$ cat src/rtl/spi_pkg.sv
// Shared types for the parametrised SPI master: FSM states, per-frame mode bits,
// and a width helper that keeps select indices at least one bit wide.
package spi_pkg;

    typedef enum logic [2:0] {IDLE, SETUP, P0, P1, HOLD, DONE} spi_state_t;

    typedef struct packed {
        logic cpol;
        logic cpha;
        logic lsb_first;
    } spi_mode_t;

    function automatic int min1_clog2(input int n);
        return (n > 1) ? $clog2(n) : 1;
    endfunction

endpackage

$ cat src/rtl/spi_master_param_if.sv
// Bus-side bundle of the SPI master: frame request/config in, rx data/status and SPI pins out.
// master = the SPI core's view; slave = the register wrapper / driver view.
interface spi_master_param_if import spi_pkg::*; #(
    parameter int DW     = 16,
    parameter int NUM_SS = 4,
    parameter int DVSR_W = 16
) ();
    localparam int LEN_W = $clog2(DW + 1);
    localparam int SS_W  = min1_clog2(NUM_SS);

    logic [DW-1:0]     din;
    logic [DVSR_W-1:0] dvsr;
    logic [LEN_W-1:0]  frame_len;
    logic              cpol;
    logic              cpha;
    logic              lsb_first;
    logic [SS_W-1:0]   ss_sel;
    logic              ss_hold;
    logic              start;
    logic              abort;
    logic [DW-1:0]     dout;
    logic              spi_done_tick;
    logic              ready;
    logic              sclk;
    logic              mosi;
    logic              miso;
    logic [NUM_SS-1:0] ss_n;

    modport master (
        input  din, dvsr, frame_len, cpol, cpha, lsb_first, ss_sel, ss_hold, start, abort, miso,
        output dout, spi_done_tick, ready, sclk, mosi, ss_n
    );

    modport slave (
        output din, dvsr, frame_len, cpol, cpha, lsb_first, ss_sel, ss_hold, start, abort, miso,
        input  dout, spi_done_tick, ready, sclk, mosi, ss_n
    );
endinterface

$ cat src/rtl/spi_half_tick.sv
// Half-period timer: counts from 0 and ticks when the count equals dvsr (dvsr+1 cycles per tick).
// Cleared by the FSM on every state change, so it never wraps mid half-period.
module spi_half_tick #(
    parameter int DVSR_W = 16
) (
    input  logic              clk,
    input  logic              reset,
    input  logic              clr_i,
    input  logic [DVSR_W-1:0] dvsr_i,
    output logic              tick_o
);
    logic [DVSR_W-1:0] cnt_q, cnt_d;

    always_comb cnt_d = clr_i ? '0 : cnt_q + DVSR_W'(1);

    always_ff @(posedge clk) begin
        if (reset) cnt_q <= '0;
        else       cnt_q <= cnt_d;
    end

    assign tick_o = (cnt_q == dvsr_i);
endmodule

$ cat src/rtl/spi_master_param.sv
// SPI master: one frame per accepted start, (2*len+2)*(dvsr+1)+1 cycles from start to done tick.
// start is taken only in IDLE (ready=1); abort returns to IDLE on the next edge without a done tick.
module spi_master_param import spi_pkg::*; #(
    parameter int DW     = 16,
    parameter int NUM_SS = 4,
    parameter int DVSR_W = 16
) (
    input  logic               clk,
    input  logic               reset,
    spi_master_param_if.master bus
);
    localparam int LEN_W = $clog2(DW + 1);
    localparam logic [LEN_W-1:0] LEN_MAX = LEN_W'(DW);

    typedef logic [DW-1:0] word_t;

    spi_state_t        state_q, state_d;
    spi_mode_t         mode_q, mode_d;
    logic [DVSR_W-1:0] dvsr_q, dvsr_d;
    logic [LEN_W-1:0]  len_q, len_d, bit_q, bit_d, len_in;
    logic              hold_q, hold_d;
    word_t             tx_q, tx_d, rx_q, rx_d, dout_q, dout_d, tx_load, rx_shift;
    logic              mosi_q, mosi_d, sclk_q, sclk_d;
    logic [NUM_SS-1:0] ss_n_q, ss_n_d, ss_n_sel;
    logic              tick, last_bit;

    spi_half_tick #(.DVSR_W(DVSR_W)) u_half_tick (
        .clk    (clk),
        .reset  (reset),
        .clr_i  ((state_q == IDLE) || (state_d != state_q)),
        .dvsr_i (dvsr_q),
        .tick_o (tick)
    );

    assign len_in   = (bus.frame_len == '0 || bus.frame_len > LEN_MAX) ? LEN_MAX : bus.frame_len;
    assign last_bit = (bit_q == len_q - LEN_W'(1));

    // tx shift register always emits from its MSB: left-justify MSB-first data, bit-reverse LSB-first
    always_comb begin
        tx_load = bus.din << (LEN_MAX - len_in);
        if (bus.lsb_first) begin
            for (int i = 0; i < DW; i++) tx_load[i] = bus.din[DW-1-i];
        end
    end

    always_comb begin
        ss_n_sel = '1;
        if (32'(bus.ss_sel) < NUM_SS) ss_n_sel[bus.ss_sel] = 1'b0;
    end

    assign rx_shift = mode_q.lsb_first ? {bus.miso, rx_q[DW-1:1]} : {rx_q[DW-2:0], bus.miso};

    always_comb begin
        state_d = state_q;
        mode_d  = mode_q;
        dvsr_d  = dvsr_q;
        len_d   = len_q;
        bit_d   = bit_q;
        hold_d  = hold_q;
        tx_d    = tx_q;
        rx_d    = rx_q;
        dout_d  = dout_q;
        mosi_d  = mosi_q;
        ss_n_d  = ss_n_q;
        case (state_q)
            IDLE: begin
                if (bus.abort) begin
                    ss_n_d = '1;
                end else if (bus.start) begin
                    state_d          = SETUP;
                    mode_d.cpol      = bus.cpol;
                    mode_d.cpha      = bus.cpha;
                    mode_d.lsb_first = bus.lsb_first;
                    dvsr_d           = bus.dvsr;
                    len_d            = len_in;
                    hold_d           = bus.ss_hold;
                    bit_d            = '0;
                    rx_d             = '0;
                    ss_n_d           = ss_n_sel;
                    tx_d             = tx_load;
                    if (!bus.cpha) begin
                        mosi_d = tx_load[DW-1];
                        tx_d   = tx_load << 1;
                    end
                end
            end
            SETUP: if (tick) state_d = P0;
            P0: if (tick) begin
                state_d = P1;
                if (mode_q.cpha) begin
                    mosi_d = tx_q[DW-1];
                    tx_d   = tx_q << 1;
                end else begin
                    rx_d = rx_shift;
                end
            end
            P1: if (tick) begin
                if (mode_q.cpha) rx_d = rx_shift;
                if (last_bit) begin
                    state_d = HOLD;
                end else begin
                    state_d = P0;
                    bit_d   = bit_q + LEN_W'(1);
                    if (!mode_q.cpha) begin
                        mosi_d = tx_q[DW-1];
                        tx_d   = tx_q << 1;
                    end
                end
            end
            HOLD: if (tick) begin
                state_d = DONE;
                dout_d  = mode_q.lsb_first ? (rx_q >> (LEN_MAX - len_q)) : rx_q;
            end
            DONE: begin
                state_d = IDLE;
                if (!hold_q) ss_n_d = '1;
            end
            default: state_d = IDLE;
        endcase
        if (bus.abort && state_q != IDLE) begin
            state_d = IDLE;
            ss_n_d  = '1;
            dout_d  = dout_q;
        end
        sclk_d = (state_d == P1) ? ~mode_d.cpol : mode_d.cpol;
    end

    always_ff @(posedge clk) begin
        if (reset) begin
            state_q <= IDLE;
            mode_q  <= '0;
            dvsr_q  <= '0;
            len_q   <= '0;
            bit_q   <= '0;
            hold_q  <= 1'b0;
            tx_q    <= '0;
            rx_q    <= '0;
            dout_q  <= '0;
            mosi_q  <= 1'b0;
            sclk_q  <= 1'b0;
            ss_n_q  <= '1;
        end else begin
            state_q <= state_d;
            mode_q  <= mode_d;
            dvsr_q  <= dvsr_d;
            len_q   <= len_d;
            bit_q   <= bit_d;
            hold_q  <= hold_d;
            tx_q    <= tx_d;
            rx_q    <= rx_d;
            dout_q  <= dout_d;
            mosi_q  <= mosi_d;
            sclk_q  <= sclk_d;
            ss_n_q  <= ss_n_d;
        end
    end

    assign bus.dout          = dout_q;
    assign bus.spi_done_tick = (state_q == DONE);
    assign bus.ready         = (state_q == IDLE);
    assign bus.sclk          = sclk_q;
    assign bus.mosi          = mosi_q;
    assign bus.ss_n          = ss_n_q;
endmodule

$ cat src/flat_wrapper.sv
// flat-port wrapper written by rule: the top's interface ports become plain ports
module spi_master_param_flat import spi_pkg::*;
#(
    parameter int DW     = 16,
    parameter int NUM_SS = 4,
    parameter int DVSR_W = 16
)
  (clk, reset, bus_din, bus_dvsr, bus_frame_len, bus_cpol, bus_cpha, bus_lsb_first, bus_ss_sel, bus_ss_hold, bus_start, bus_abort, bus_miso, bus_dout, bus_spi_done_tick, bus_ready, bus_sclk, bus_mosi, bus_ss_n);
  spi_master_param_if #(.DW(DW), .NUM_SS(NUM_SS), .DVSR_W(DVSR_W)) bus_i ();
  input  logic clk;
  input  logic reset;
  input wire logic [$bits(bus_i.din)-1:0] bus_din;
  input wire logic [$bits(bus_i.dvsr)-1:0] bus_dvsr;
  input wire logic [$bits(bus_i.frame_len)-1:0] bus_frame_len;
  input wire logic [$bits(bus_i.cpol)-1:0] bus_cpol;
  input wire logic [$bits(bus_i.cpha)-1:0] bus_cpha;
  input wire logic [$bits(bus_i.lsb_first)-1:0] bus_lsb_first;
  input wire logic [$bits(bus_i.ss_sel)-1:0] bus_ss_sel;
  input wire logic [$bits(bus_i.ss_hold)-1:0] bus_ss_hold;
  input wire logic [$bits(bus_i.start)-1:0] bus_start;
  input wire logic [$bits(bus_i.abort)-1:0] bus_abort;
  input wire logic [$bits(bus_i.miso)-1:0] bus_miso;
  output wire logic [$bits(bus_i.dout)-1:0] bus_dout;
  output wire logic [$bits(bus_i.spi_done_tick)-1:0] bus_spi_done_tick;
  output wire logic [$bits(bus_i.ready)-1:0] bus_ready;
  output wire logic [$bits(bus_i.sclk)-1:0] bus_sclk;
  output wire logic [$bits(bus_i.mosi)-1:0] bus_mosi;
  output wire logic [$bits(bus_i.ss_n)-1:0] bus_ss_n;
  assign bus_i.din = bus_din;
  assign bus_i.dvsr = bus_dvsr;
  assign bus_i.frame_len = bus_frame_len;
  assign bus_i.cpol = bus_cpol;
  assign bus_i.cpha = bus_cpha;
  assign bus_i.lsb_first = bus_lsb_first;
  assign bus_i.ss_sel = bus_ss_sel;
  assign bus_i.ss_hold = bus_ss_hold;
  assign bus_i.start = bus_start;
  assign bus_i.abort = bus_abort;
  assign bus_i.miso = bus_miso;
  assign bus_dout = bus_i.dout;
  assign bus_spi_done_tick = bus_i.spi_done_tick;
  assign bus_ready = bus_i.ready;
  assign bus_sclk = bus_i.sclk;
  assign bus_mosi = bus_i.mosi;
  assign bus_ss_n = bus_i.ss_n;
  spi_master_param #(.DW(DW), .NUM_SS(NUM_SS), .DVSR_W(DVSR_W)) u_core (.clk(clk), .reset(reset), .bus(bus_i));
endmodule
$ cat config.mk
export PLATFORM = sky130hd
export DESIGN_NAME = spi_master_param_flat
export DESIGN_NICKNAME = d
export VERILOG_FILES = /design/src/rtl/spi_pkg.sv /design/src/rtl/spi_master_param_if.sv /design/src/rtl/spi_half_tick.sv /design/src/rtl/spi_master_param.sv /design/src/flat_wrapper.sv
export SDC_FILE = /design/constraint.sdc
export NUM_CORES = 1
export LEC_CHECK = 0
export ABC_AREA = 1
export BUFFER_PORTS_ARGS = -buffer_cell sky130_fd_sc_hd__buf_4
export CAP_MARGIN = 25
export CORE_UTILIZATION = 39
export DETAILED_ROUTE_END_ITERATION = 16
export GPL_TIMING_DRIVEN = 0
export PLACE_DENSITY = 0.68
export REMOVE_ABC_BUFFERS = 1
export SYNTH_ARGS = -nofsm -noshare
export SYNTH_HDL_FRONTEND = slang
export SYNTH_HIERARCHICAL = 1
export SYNTH_SLANG_ARGS = --single-unit
$ cat constraint.sdc
create_clock -name clk -period 5.05 [get_ports clk]
set_input_delay 0.505 -clock clk [delete_from_list [all_inputs] [get_ports clk]]
set_output_delay 0.505 -clock clk [all_outputs]
set_load 0.05 [all_outputs]
==> flow_summary.json <==
{
  "arrival_ps": 4070,
  "area_delta_synth_final_pct": 12.7,
  "final_cell_mix": "nand2_1 (298), nor2_1 (133), nand3_1 (105), dfxtp_1 (103), o21ai_0 (86)",
  "finalHoldViolCount": 0,
  "drv_slew": 0,
  "grt_pass1_wl_um": 29100,
  "cap_violations": 0,
  "hold_class": "in2reg",
  "yosys.area_share.simple": 0.385,
  "synth_compound_gate_area_share": 0.168,
  "crit_top_cell": "nand3_1",
  "track_usage": 0.202,
  "synth_top_family_by_area": "simple AND/OR/NAND/NOR gates",
  "min_period_ps": 3770,
  "wirelength_um": 17300,
  "start_util": 0.399,
  "placed_cells_incl_taps": 1311,
  "fp.coreArea_um2": 16600,
  "holdBufCountCts": 0,
  "die-height_um": 132,
  "insertedDiodeCount": 0,
  "worstSetupEndpointType": "flop",
  "root_buffer": "clkbuf_16",
  "cts.clk_slew.worst_paths_ps": 70,
  "port_buffers": 71,
  "worst_pin_slew_ps": 1010,
  "critPathSlowestCell": "dfxtp_1",
  "cts_tree": "built",
  "synth_fa_ha_area_frac": 0.0114,
  "wl_per_cell_um": 13.0,
  "synthMuxAreaShare": 0.00606,
  "cts.path.max_buffers": 2,
  "worstPathRequired_ps": 5340,
  "slew-limit-headroom": 0.327,
  "p_leak_nw": 3.25,
  "period_share": 0.747,
  "cts_sinks": 103,
  "filler_cell_count": 1765,
  "crit_chain": "inv_2 > ha_1 > or2_2 > nand3_1 > nor2_1 > nand3_1 > o21ai_0 > nand3_1 > nand2_1 > nand2_1 > nand3_1 > nor2_2 > inv_1 > a21oi_1 > o21a_1",
  "routed-wl-met3_um": 955,
  "cts_buffers": 9,
  "setup_viol": 0,
  "drive_above_1_share": 0.119,
  "place_hpwl_um": 12400,
  "vias": 6925,
  "detail_route.vias_per_cell": 5.22,
  "postSynthCellCount": 1068,
  "antenna_found_initial": 0,
  "r2r-start": "u_core/len_q[0]$_SDFFE_PP0P_",
  "rsz0062_at_grt": "false",
  "cts_resized": 0,
  "yosysTopAreaCellShare": 0.312,
  "path_class": "reg2reg",
  "ys_ff_latch": 103,
  "die_area_um2": 17500,
  "wl_met1_um": 8060,
  "final_common_cell": "nand2_1",
  "synthXorXnorAreaFrac": 0.0265,
  "post-cts-setup-buffer-count": 0,
  "postSynthAreaPerCell_um2": 6.19,
  "place.gp.congestion": 0.972,
  "overflow": 0,
  "antenna_left": 0,
  "grt_pass1_vias": 6073,
  "ys_types": 46,
  "min_from": "bus_dvsr[7]",
  "firstDrtPassIters": 5,
  "synth_area_leaders": "dfxtp_1 (31%), nand2_1 (17%), nand3_1 (8.0%)",
  "ioPinCount": 72,
  "outcome": "completed",
  "synth_edf_count": 0,
  "setup_tns_ps": 0,
  "critPathMaxFanout": 23,
  "synth_top_flop_cell": "dfxtp_1",
  "clock_latency_ps": 350,
  "cpPeakStageDelay_ps": 750,
  "layout.nets": 1156,
  "utilization": 0.449,
  "p_per_area_nw_per_um2": 269,
  "top_layer_used": "met4",
  "ys_seq_area_frac": 0.312,
  "start_kind": "flop",
  "synth_async_sr_flop_share": 0,
  "synth_area_um2": 6610,
  "dieWidth_um": 132,
  "grt_max_degree": 62,
  "yosysWarnings": 6,
  "drt_iter0_markers": 519,
  "route.met2.wl_um": 7930,
  "max_clock_freq_ghz": 0.265,
  "drc": 0,
  "ir_worst_vdd_mv": 0.181,
  "finClkSkew_ps": 14.2,
  "finalNonFillerCells": 1327,
  "synth_top_cell_by_area": "dfxtp_1",
  "crit_start": "u_core/len_q[0]$_SDFFE_PP0P_",
  "rows": 47,
  "htreeDepth": 3
}
-- metrics by stage --
| stage | power [mW] | hold slack [ps] | cell area [um2] | worst slack, ps |
|---|---|---|---|---|
| 2_1_floorplan | 1.23 | 432 | 6380 | 2170 |
| 4_1_cts | 2.02 | 397 | 7450 | 1310 |
| 3_3_place_gp | 1.37 | 446 | 7180 | 1230 |
| 3_5_place_dp | 1.38 | 456 | 7180 | 1280 |
| 6_report | 2.01 | 407 | 7450 | 1280 |
| 5_1_grt | 2.13 | 421 | 7450 | 878 |
-- kinds of logic (layout without fill, tap and decap cells) --
kind of cell,Yosys count,in the layout
xor+xnor,20,20
flops,103,103
buf+inv,144,183
mux,4,4
compound gates,205,205
simple gates,586,586
fa+ha+maj,6,6
-- power breakdown --
part	switching [mW]	total, mW	internal (mW)
registers	0.0356	0.885	0.850
clock network	0.305	0.642	0.337
logic	0.319	0.480	0.161
total	0.659	2.01	1.35
-- worst max-delay path, delay by kind of cell (launching register included) --
family / cells / cell delay, ps
AOI/OAI and AO/OA: 3 / 360
adders and majority gates: 1 / 640
buffers and inverters: 2 / 570
DFF: 1 / 750
and+or+nand+nor: 9 / 1400
-- sequential cells by signal, summed over array words and instances, names as in the netlist, 4 cells and up --
register	count
u_core/bus.dout	16
u_core/len_q	5
u_core/bus.ss_n	4
u_core/tx_q	16
u_core/u_half_tick/cnt_q	16
u_core/rx_q	16
u_core/bit_q	5
u_core/dvsr_q	16
-- layout make-up --
type / count / area, um2 / share of cell area
clock buffers: 12 / 236 / 0.0317
multi-input cells: 821 / 3950 / 0.530
inverters: 96 / 367 / 0.0492
clock inverters: 4 / 30.0 / 0.00403
flip-flops and latches: 103 / 2060 / 0.277
well taps: 220 / 275 / 0.0369
repair buffers: 71 / 533 / 0.0715
-- path summary, 6_finish.rpt --
kind | end | slack, ps | cells past startpoint
setup / recovery | u_core/u_half_tick/cnt_q[4]$_SDFF_PP0_ | 1280 | 15
setup reg to reg | u_core/u_half_tick/cnt_q[4]$_SDFF_PP0_ | 1280 | 15
hold / removal | u_core/dvsr_q[7]$_SDFFE_PP0P_ | 410 | 3
hold reg to reg | u_core/bus.ss_n[0]$_SDFFE_PP1P_ | 470 | 2
-- synth_stat cells (3+ instances only) --
library cell,number
nand2_1,298
nor2_1,133
nand3_1,105
dfxtp_1,103
o21ai_0,86
inv_1,82
a21oi_1,69
clkbuf_1,23
buf_2,16
xnor2_1,16
a31oi_1,14
nand4_1,14
o21ai_1,13
inv_2,10
o211ai_1,10
nand2_2,7
ha_1,6
buf_4,5
nor2_2,5
mux2i_1,4
nand2_4,4
nor2_4,4
nor3_1,4
or2_2,4
xor2_1,4
a211oi_1,3
-- layer usage --
layer / vias to the layer above / track usage
li1: 3561 / -
met5: - / 0
met1: 3120 / 0.268
met2: 221 / 0.332
met4: 0 / 0.0594
met3: 23 / 0.0373
Power figures use the tool's default switching activity.
